$ cat src/rtl/mux_test_sequencer_if.sv
// Signal bundle between the mux test sequencer and the two muxes under test.
// The master modport is the sequencer's view; the slave modport is the environment's.
interface mux_test_sequencer_if #(
    parameter int CNT_W = 8
);
    logic             start;
    logic             abort;
    logic             gf_out;
    logic             bfg_out;
    logic             i0;
    logic             i1;
    logic             i2;
    logic             i3;
    logic             s0;
    logic             s1;
    logic             busy;
    logic             done;
    logic             pass;
    logic [CNT_W-1:0] gf_err;
    logic [CNT_W-1:0] bfg_err;
    logic [5:0]       fail_vec;
    logic             fail_valid;
    logic [1:0]       state;

    modport master (
        input  start, abort, gf_out, bfg_out,
        output i0, i1, i2, i3, s0, s1,
        output busy, done, pass, gf_err, bfg_err, fail_vec, fail_valid, state
    );

    modport slave (
        output start, abort, gf_out, bfg_out,
        input  i0, i1, i2, i3, s0, s1,
        input  busy, done, pass, gf_err, bfg_err, fail_vec, fail_valid, state
    );
endinterface

$ cat src/rtl/mux_test_sequencer.sv
// Walks all 64 data/select combinations through two 4:1 muxes, holds each for
// SETTLE cycles, then compares both outputs with the ideal result and counts misses.
module mux_test_sequencer #(
    parameter int SETTLE = 2,
    parameter int CNT_W  = 8
) (
    input logic                  wb_clk_i,
    input logic                  wb_rst_i,
    mux_test_sequencer_if.master bus
);
    localparam logic [1:0] IDLE  = 2'd0;
    localparam logic [1:0] WAIT  = 2'd1;
    localparam logic [1:0] CHECK = 2'd2;

    localparam logic [7:0]       RELOAD  = 8'(SETTLE - 1);
    localparam logic [CNT_W-1:0] CNT_MAX = '1;

    logic [1:0]       state;
    logic [5:0]       vec;
    logic [7:0]       wait_cnt;
    logic             done_q;
    logic             pass_q;
    logic [CNT_W-1:0] gf_err;
    logic [CNT_W-1:0] bfg_err;
    logic [5:0]       fail_vec;
    logic             fail_valid;

    logic             exp_bit;
    logic             gf_miss;
    logic             bfg_miss;

    always_comb begin
        exp_bit  = vec[{vec[5], vec[4]}];
        gf_miss  = (bus.gf_out != exp_bit);
        bfg_miss = (bus.bfg_out != exp_bit);
    end

    always_ff @(posedge wb_clk_i or posedge wb_rst_i) begin
        if (wb_rst_i) begin
            state      <= IDLE;
            vec        <= 6'd0;
            wait_cnt   <= 8'd0;
            done_q     <= 1'b0;
            pass_q     <= 1'b0;
            gf_err     <= '0;
            bfg_err    <= '0;
            fail_vec   <= 6'd0;
            fail_valid <= 1'b0;
        end else begin
            done_q <= 1'b0;
            case (state)
                IDLE: begin
                    if (bus.start && !bus.abort) begin
                        vec        <= 6'd0;
                        gf_err     <= '0;
                        bfg_err    <= '0;
                        fail_vec   <= 6'd0;
                        fail_valid <= 1'b0;
                        pass_q     <= 1'b0;
                        wait_cnt   <= RELOAD;
                        state      <= WAIT;
                    end
                end
                WAIT: begin
                    if (bus.abort) begin
                        pass_q <= 1'b0;
                        state  <= IDLE;
                    end else if (wait_cnt == 8'd0) begin
                        state <= CHECK;
                    end else begin
                        wait_cnt <= wait_cnt - 8'd1;
                    end
                end
                CHECK: begin
                    // The sample is scored even when this is also the abort cycle.
                    if (gf_miss && gf_err != CNT_MAX) gf_err <= gf_err + 1'b1;
                    if (bfg_miss && bfg_err != CNT_MAX) bfg_err <= bfg_err + 1'b1;
                    if ((gf_miss || bfg_miss) && !fail_valid) begin
                        fail_vec   <= vec;
                        fail_valid <= 1'b1;
                    end
                    if (bus.abort) begin
                        pass_q <= 1'b0;
                        state  <= IDLE;
                    end else if (vec == 6'd63) begin
                        done_q <= 1'b1;
                        pass_q <= !gf_miss && !bfg_miss && (gf_err == '0) && (bfg_err == '0);
                        state  <= IDLE;
                    end else begin
                        vec      <= vec + 6'd1;
                        wait_cnt <= RELOAD;
                        state    <= WAIT;
                    end
                end
                default: state <= IDLE;
            endcase
        end
    end

    assign bus.i0         = vec[0];
    assign bus.i1         = vec[1];
    assign bus.i2         = vec[2];
    assign bus.i3         = vec[3];
    assign bus.s0         = vec[4];
    assign bus.s1         = vec[5];
    assign bus.busy       = (state != IDLE);
    assign bus.done       = done_q;
    assign bus.pass       = pass_q;
    assign bus.gf_err     = gf_err;
    assign bus.bfg_err    = bfg_err;
    assign bus.fail_vec   = fail_vec;
    assign bus.fail_valid = fail_valid;
    assign bus.state      = state;
endmodule

$ cat src/flat_wrapper.sv
// flat-port wrapper written by rule: the top's interface ports become plain ports
module mux_test_sequencer_flat 
#(
    parameter int SETTLE = 2,
    parameter int CNT_W  = 8
)
  (wb_clk_i, wb_rst_i, bus_start, bus_abort, bus_gf_out, bus_bfg_out, bus_i0, bus_i1, bus_i2, bus_i3, bus_s0, bus_s1, bus_busy, bus_done, bus_pass, bus_gf_err, bus_bfg_err, bus_fail_vec, bus_fail_valid, bus_state);
  mux_test_sequencer_if #(.CNT_W(CNT_W)) bus_i ();
  input logic wb_clk_i;
  input logic wb_rst_i;
  input wire logic [$bits(bus_i.start)-1:0] bus_start;
  input wire logic [$bits(bus_i.abort)-1:0] bus_abort;
  input wire logic [$bits(bus_i.gf_out)-1:0] bus_gf_out;
  input wire logic [$bits(bus_i.bfg_out)-1:0] bus_bfg_out;
  output wire logic [$bits(bus_i.i0)-1:0] bus_i0;
  output wire logic [$bits(bus_i.i1)-1:0] bus_i1;
  output wire logic [$bits(bus_i.i2)-1:0] bus_i2;
  output wire logic [$bits(bus_i.i3)-1:0] bus_i3;
  output wire logic [$bits(bus_i.s0)-1:0] bus_s0;
  output wire logic [$bits(bus_i.s1)-1:0] bus_s1;
  output wire logic [$bits(bus_i.busy)-1:0] bus_busy;
  output wire logic [$bits(bus_i.done)-1:0] bus_done;
  output wire logic [$bits(bus_i.pass)-1:0] bus_pass;
  output wire logic [$bits(bus_i.gf_err)-1:0] bus_gf_err;
  output wire logic [$bits(bus_i.bfg_err)-1:0] bus_bfg_err;
  output wire logic [$bits(bus_i.fail_vec)-1:0] bus_fail_vec;
  output wire logic [$bits(bus_i.fail_valid)-1:0] bus_fail_valid;
  output wire logic [$bits(bus_i.state)-1:0] bus_state;
  assign bus_i.start = bus_start;
  assign bus_i.abort = bus_abort;
  assign bus_i.gf_out = bus_gf_out;
  assign bus_i.bfg_out = bus_bfg_out;
  assign bus_i0 = bus_i.i0;
  assign bus_i1 = bus_i.i1;
  assign bus_i2 = bus_i.i2;
  assign bus_i3 = bus_i.i3;
  assign bus_s0 = bus_i.s0;
  assign bus_s1 = bus_i.s1;
  assign bus_busy = bus_i.busy;
  assign bus_done = bus_i.done;
  assign bus_pass = bus_i.pass;
  assign bus_gf_err = bus_i.gf_err;
  assign bus_bfg_err = bus_i.bfg_err;
  assign bus_fail_vec = bus_i.fail_vec;
  assign bus_fail_valid = bus_i.fail_valid;
  assign bus_state = bus_i.state;
  mux_test_sequencer #(.SETTLE(SETTLE), .CNT_W(CNT_W)) u_core (.wb_clk_i(wb_clk_i), .wb_rst_i(wb_rst_i), .bus(bus_i));
endmodule
$ cat config.mk
export PLATFORM = sky130hd
export DESIGN_NAME = mux_test_sequencer_flat
export DESIGN_NICKNAME = d
export VERILOG_FILES = /design/src/rtl/mux_test_sequencer_if.sv /design/src/rtl/mux_test_sequencer.sv /design/src/flat_wrapper.sv
export SDC_FILE = /design/constraint.sdc
export NUM_CORES = 1
export LEC_CHECK = 0
export ABC_AREA = 0
export CORE_MARGIN = 5
export CORE_UTILIZATION = 52
export CTS_CLUSTER_DIAMETER = 40
export CTS_CLUSTER_SIZE = 40
export DETAILED_ROUTE_END_ITERATION = 12
export GPL_TIMING_DRIVEN = 0
export PLACE_DENSITY = 0.75
export REMOVE_ABC_BUFFERS = 1
export SLEW_MARGIN = 20
export SYNTH_ARGS = -nofsm -noshare
export SYNTH_HDL_FRONTEND = slang
export SYNTH_SLANG_ARGS = --single-unit
$ cat constraint.sdc
create_clock -name wb_clk_i -period 2.05 [get_ports wb_clk_i]
set_input_delay 0.41 -clock wb_clk_i [delete_from_list [all_inputs] [get_ports wb_clk_i]]
set_output_delay 0.41 -clock wb_clk_i [all_outputs]
set_load 0.02 [all_outputs]
==> run_results.csv, run 1 <==
group,metric,value,unit
timing,slew_headroom,53.30,%
yosys,async_flop_share,100.0,%
run_status,status,"complete, no violations",
setup_path,crit_arrival,2.24,ns
yosys,synth_simple_gate_area_share,24.72,%
detailed_routing,drt_iter0_drc,126,
yosys,synth-seq-area-share,46.59,%
power,total_power,0.002518,W
global_routing,grt_pass1_vias,1802,
detailed_routing,first_pass_iters,4,
floorplanning,pin_count,40,
timing,fin_crit_sh,97.39,%
setup_path,worstRegToRegCells,7,
timing,worst_slew_pin_slew,0.6991,ns
power,p_leak,1.275,nW
finish,fin_util,73.45,%
yosys,synth_ff_type,"dfrtp_1",
yosys,synth_xor_xnor_area_share,5.114,%
finish,drive_above_1_share,17.51,%
placed_design,gp_congestion,0.8075,
detailed_routing,vias,1953,
setup_path,worstPathRequired,2.29,ns
finish,nets,309,
placed_design,placed_area,2651,µm²
floorplanning,die_h,75.08,µm
placed_design,io_buffers,39,
detailed_routing,wl_per_cell,15.78,µm
hold_path,worst_hold_path_type,"in2async",
yosys,synth-seq-cells,41,
placed_design,dp_hpwl,3.499,mm
global_routing,grt_max_degree,31,
floorplanning,rows,23,
yosys,ys_types,42,
yosys,postSynthAreaPerCell,9.253,µm²
yosys,synth_fa_ha_area_share,3.977,%
timing,hold_viol,0,
clocking,clk_latency,0.30,ns
run,maxCapViolCount,0,
timing,slew_viol_final,0,
finish,finalInstanceArea,2980,µm²
global_routing,grt_use_total,19.44,%
yosys,synth_mux_area_share,5.625,%
clocking,clockBufferDepth,2,
finish,fill_cells,297,
yosys,ys_warn_count,0,
finish,syn_to_final_growth,35.34,%
timing,setup-violations-final,0,
global_routing,grt_pass1_wl,8.355,mm
yosys,postSynthCellCount,238,
clocking,cts_root_buffer,"clkbuf_8",
clocking,htree_num_levels,2,
placed_design,placement.setup.worst_slack,-0.5036,ns
clocking,path_clk_slew,0.08,ns
setup_path,start_kind,"register",
floorplanning,initial_core_util,54.27,%
clocking,cts_made_buffers,5,
detailed_routing,detail-route-antenna-nets,0,
global_routing,antenna_found_initial,0,
detailed_routing,routed_wl,5.475,mm
timing,period_needed,1.997,ns
yosys,synth_compound_area_share,9.659,%
detailed_routing,viasPerCell,5.628,
timing,setup-tns-final,0,ns
clocking,ctsHoldBuffers,0,
yosys,syn-cell-area,2202,µm²
power,ir_drop,809.7,µV
timing,layout_setup_ws,0.05341,ns
global_routing,grt_remaining_overflow,0,
power,p_per_area,844.8,nW/µm²
floorplanning,core,4058,µm²
setup_path,path_max_fanout,8,
floorplanning,fp.dieArea,5636,µm²
clocking,cts_sinks,41,
detailed_routing,drc,0,
clocking,cts_tree,"yes",
yosys,synth_edf_count,0,
setup_path,critPathCaptureType,"register",
yosys,synth_top_family_by_area,"simple AND/OR/NAND/NOR gates",
timing,fmax,500.9,MHz
setup_path,crit_type,"reg2reg",
finish,diodes,0,
floorplanning,die_width,75.08,µm
timing,fin_skew,0.004169,ns
## cell families after synthesis
family	count (synthesis)
buffers and inverters	25
adder cells (fa/ha/maj)	7
flip-flops	41
XOR/XNOR	12
AO/OA/AOI/OAI	35
AND/OR/NAND/NOR	107
multiplexers	11
## repair_timing
action,CTS,global route
endpoints found under the setup margin,14,18
gates cloned,0,1
gates resized for setup,6,16
pin swaps,0,3
setup buffers,1,15
## state kept, by name, summed over array words and instances (netlist names)
name / flops
u_core.wait_cnt: 8
u_core.bus.gf_err: 8
u_core.bus.fail_valid: 1
u_core.bus.bfg_err: 8
u_core.bus.fail_vec: 6
u_core.vec: 6
u_core.bus.done: 1
u_core.bus.pass: 1
u_core.bus.state: 2
## critical path, stage by stage (launching register included)
cell	delay [ns]
dfrtp_1	0.41
inv_1	0.08
ha_1	0.18
nor3b_1	0.16
a211o_1	0.32
o2bb2ai_4	0.19
or4_4	0.52
nand2_1	0.08
## synth_stat cells (all sizes together), types with 3 or more instances
cell type / n / area share (%)
a21oi: 8 / 1.8
o21ai: 12 / 2.7
dfrtp: 41 / 47
nand2: 28 / 4.8
nor3: 11 / 2.5
ha: 7 / 4.0
nand3: 12 / 2.7
o211ai: 3 / 1.0
xnor2: 12 / 5.1
inv: 19 / 3.2
nand4: 4 / 1.1
nor4: 8 / 2.3
mux2i: 9 / 4.1
nor2: 20 / 3.4
or3: 7 / 2.0
clkbuf: 5 / 0.85
## routing by layer
layer / up-vias / global-route usage, % / part of all wire [%]
met2: 49 / 30.56 / 48
li1: 957 / - / -
met3: 8 / 4.539 / 4.4
met1: 939 / 26.60 / 45
met5: - / 0 / 0
met4: 0 / 6.126 / 1.8
## power breakdown
part           switching, W  total (W)  internal (W)
Clock              0.000296   0.000600      0.000305
Combinational      0.000488   0.000882      0.000394
Sequential         0.000126    0.00104      0.000909
## path summary, 6_finish.rpt
path	start	end	slack, ns
min in group wb_clk_i	u_core.bus.fail_valid	u_core.bus.fail_valid	0.52
max in group asynchronous	wb_rst_i	u_core.vec[0]	1.25
worst max register to register	u_core.wait_cnt[1]	u_core.wait_cnt[4]	0.05
worst min-delay path	wb_rst_i	u_core.bus.gf_err[2]	0.35
worst max-delay path	u_core.wait_cnt[1]	u_core.wait_cnt[4]	0.05
worst min register to register	u_core.bus.fail_valid	u_core.bus.fail_valid	0.52
## layout by cell type (no fill, tap or decap), drive strengths merged, types with 2 or more instances in the layout
master,Yosys,routed
nor3b,2,2
o21ai,12,12
buf,1,17
nor4b,2,2
xnor2,12,12
nand2b,2,2
nand2,28,28
mux2i,9,9
dfrtp,41,41
nor2b,2,2
nand3,12,12
clkdlybuf4s50,0,38
nor3,11,11
or3,7,7
o211ai,3,3
o22ai,2,2
nor2,20,20
a31oi,2,2
o2bb2ai,1,2
inv,19,19
nand4,4,4
clkbuf,5,7
or4,2,2
o31ai,2,2
ha,7,7
and3,2,2
a21oi,8,8
nor4,8,8
## cell type report
cell class                 instances  area [µm²]  area share (%)
tap                               50       62.56           2.099
sequential                        41        1033           34.68
timing repair buffer              56       533.0           17.88
inverter                          19       71.32           2.393
clock buffer                       7       96.34           3.233
multi-input combinational        173        1179           39.55
clock inverter                     1       5.005          0.1679
## metrics by stage
| step | cells | hold slack (ns) |
|---|---|---|
| final | 347 | 0.3496 |
| after global routing | 347 | 0.3757 |
| after detailed placement | 322 | 0.4986 |
| after CTS | 331 | 0.3607 |
| after global placement | 321 | 0.4995 |
| after floorplan | 232 | 0.4820 |
Power figures use the tool's default switching activity.
==> run 2: changes to the inputs <==
--- a/config.mk
+++ b/config.mk
@@ -11,7 +11,6 @@
 export CTS_CLUSTER_DIAMETER = 40
 export CTS_CLUSTER_SIZE = 40
 export DETAILED_ROUTE_END_ITERATION = 12
-export GPL_TIMING_DRIVEN = 0
 export PLACE_DENSITY = 0.75
 export REMOVE_ABC_BUFFERS = 1
 export SLEW_MARGIN = 20
==> run_results.csv, run 2 (synthesis results as in run 1) <==
group,metric,value,unit
timing,slew_viol_final,0,
power,p_seq_share,38.0,%
detailed_routing,wl_per_cell,15.42,µm
detailed_routing,drt_iter0_drc,114,
placed_design,io_buffers,39,
power,combPwrFrac,35.6,%
finish,syn_to_final_growth,35.17,%
global_routing,grt_use_total,21.03,%
power,switching_power,0.0009061,W
setup_path,cp_slowest_cell,"or3_1",
setup_path,start_kind,"register",
finish,fin_util,73.36,%
setup_path,path_max_fanout,6,
clocking,clk_latency,0.30,ns
clocking,cts_root_buffer,"clkbuf_8",
placed_design,placed_cells,348,
setup_path,crit_path_cell_trace,"inv_1 -> ha_1 -> nor3b_1 -> a211o_1 -> o2bb2ai_2 -> buf_4 -> or3_1 -> a21oi_2",
placed_design,placed_area,2834,µm²
timing,fmax,508.4,MHz
clocking,htree_num_levels,2,
power,swShare,34.29,%
detailed_routing,routed_wl,5.490,mm
setup_path,worstSetupEndpoint,"u_core.wait_cnt[6]",
floorplanning,die_h,75.08,µm
global_routing,grt_max_degree,42,
floorplanning,die_width,75.08,µm
clocking,cts_made_buffers,5,
placed_design,gp_congestion,0.8436,
setup_path,r2r-end,"u_core.wait_cnt[6]",
global_routing,antenna_found_initial,0,
setup_path,cp-startpoint,"u_core.wait_cnt[0]",
setup_path,worstPathRequired,2.28,ns
timing,fin_crit_sh,95.96,%
detailed_routing,first_pass_iters,4,
timing,worst_slew_pin_slew,0.5253,ns
timing,rsz0062_at_grt,"yes",
global_routing,grtUsageMet2,35.20,%
hold_path,worst_hold_path_type,"in2async",
detailed_routing,vias,2032,
clocking,cts_sinks,41,
setup_path,slowest_delay,0.37,ns
run,maxCapViolCount,0,
setup_path,crit_type,"reg2reg",
global_routing,grt_remaining_overflow,0,
timing,setup-tns-final,0,ns
power,p_per_area,887.6,nW/µm²
power,power.internal,0.001736,W
placed_design,dp_hpwl,3.966,mm
power,clockPowerShare,26.3,%
finish,final_cell_count_no_fill,356,
clocking,cts_tree,"yes",
setup_path,worstRegToRegCells,8,
finish,nets,318,
power,p_leak,1.328,nW
run_status,status,"complete, no violations",
clocking,path_clk_slew,0.08,ns
detailed_routing,detail-route-antenna-nets,0,
finish,diodes,0,
floorplanning,fp.dieArea,5636,µm²
clocking,postCtsSetupRepairBufs,0,
floorplanning,pin_count,40,
timing,fin_skew,0.005105,ns
timing,hold_viol,0,
global_routing,groute.layer.met1.usage,26.63,%
finish,drive_above_1_share,14.71,%
floorplanning,rows,23,
detailed_routing,viasPerCell,5.708,
global_routing,grt_pass1_vias,1947,
timing,setup-violations-final,0,
power,ir_drop,612.7,µV
setup_path,critPathCaptureType,"register",
finish,final_cell_mix,"dfrtp_1, clkdlybuf4s50_1, nand2_1, buf_4, nor2_1",
timing,slew_headroom,64.98,%
detailed_routing,drc,0,
setup_path,r2r_slack,0.08,ns
setup_path,crit_arrival,2.20,ns
finish,reg_top3,"u_core.bus.bfg_err: 8 flops, u_core.bus.gf_err: 8 flops, u_core.wait_cnt: 8 flops",
finish,mostFrequentLayoutCell,"dfrtp_1",
global_routing,busiest_layer,"met2",
floorplanning,initial_core_util,54.27,%
global_routing,grt_pass1_wl,9.025,mm
finish,finalInstanceArea,2977,µm²
floorplanning,core,4058,µm²
timing,period_needed,1.967,ns
clocking,clockBufferDepth,2,
setup_path,rr_startpoint,"u_core.wait_cnt[0]",
global_routing,grt.met3_usage,5.207,%
[run 2: what timing repair did]
item                                    in CTS  in global routing
hold endpoints to repair                     0                  0
hold buffers                                 0                  0
endpoints found under the setup margin       0                 12
resized for setup                            0                  6
[run 2: area by class of cell]
cell class	count	area (µm²)
flip-flops and latches	41	1026
well taps	50	62.56
inverters	19	71.32
fillers	324	1081
repair buffers	66	595.6
clock buffers	7	86.33
clock inverters	1	30.03
multi-input cells	172	1105
[run 2: stage by stage]
| stage | worst slack (ns) | hold slack (ns) | total power (W) |
|---|---|---|---|
| after global placement | -0.001930 | 0.5027 | 0.001895 |
| final | 0.08287 | 0.5251 | 0.002642 |
| after CTS | 0.02156 | 0.5283 | 0.002613 |
| after detailed placement | -0.1249 | 0.5099 | 0.001916 |
| after global routing | -0.03826 | 0.5679 | 0.002799 |
| after floorplan | 0.05393 | 0.4820 | 0.001495 |
[run 2: per-layer routing]
metal | wire length, µm | part of all wire, % | vias to the layer above
met1 | 2350 | 43 | 993
met4 | 70 | 1.3 | 0
met3 | 280 | 5.1 | 8
met2 | 2788 | 51 | 58
li1 | - | - | 973
met5 | 0 | 0 | -
[run 2: how the worst min path moves through the flow]
| stage | start | endpoint | cells after the start |
|---|---|---|---|
| final | wb_rst_i | u_core.bus.gf_err[2] | 3 |
| after global routing | u_core.bus.fail_vec[1] | u_core.bus.fail_vec[1] | 2 |
| after detailed placement | u_core.bus.fail_valid | u_core.bus.fail_valid | 2 |
| after global placement | u_core.bus.fail_valid | u_core.bus.fail_valid | 2 |
| after CTS | u_core.bus.fail_valid | u_core.bus.fail_valid | 2 |
| after floorplan | bus_abort | u_core.bus.state[1] | 1 |
[run 2: power groups by stage]
stage	combinational (W)	sequential (W)	clock, W
CTS	0.000914	0.00100	0.000697
global placement	0.000885	0.00101	0
global route	0.00104	0.00102	0.000738
detailed placement	0.000903	0.00101	0
floorplan	0.000444	0.00105	0
finish	0.000941	0.00100	0.000696
[run 2: critical path: cells and delay by family, from the launching register on]
family / cells / cell delay (ns)
flip-flops: 1 / 0.35
buffers and inverters: 2 / 0.23
AND/OR/NAND/NOR: 2 / 0.52
adder cells (fa/ha/maj): 1 / 0.19
AO/OA/AOI/OAI: 3 / 0.61
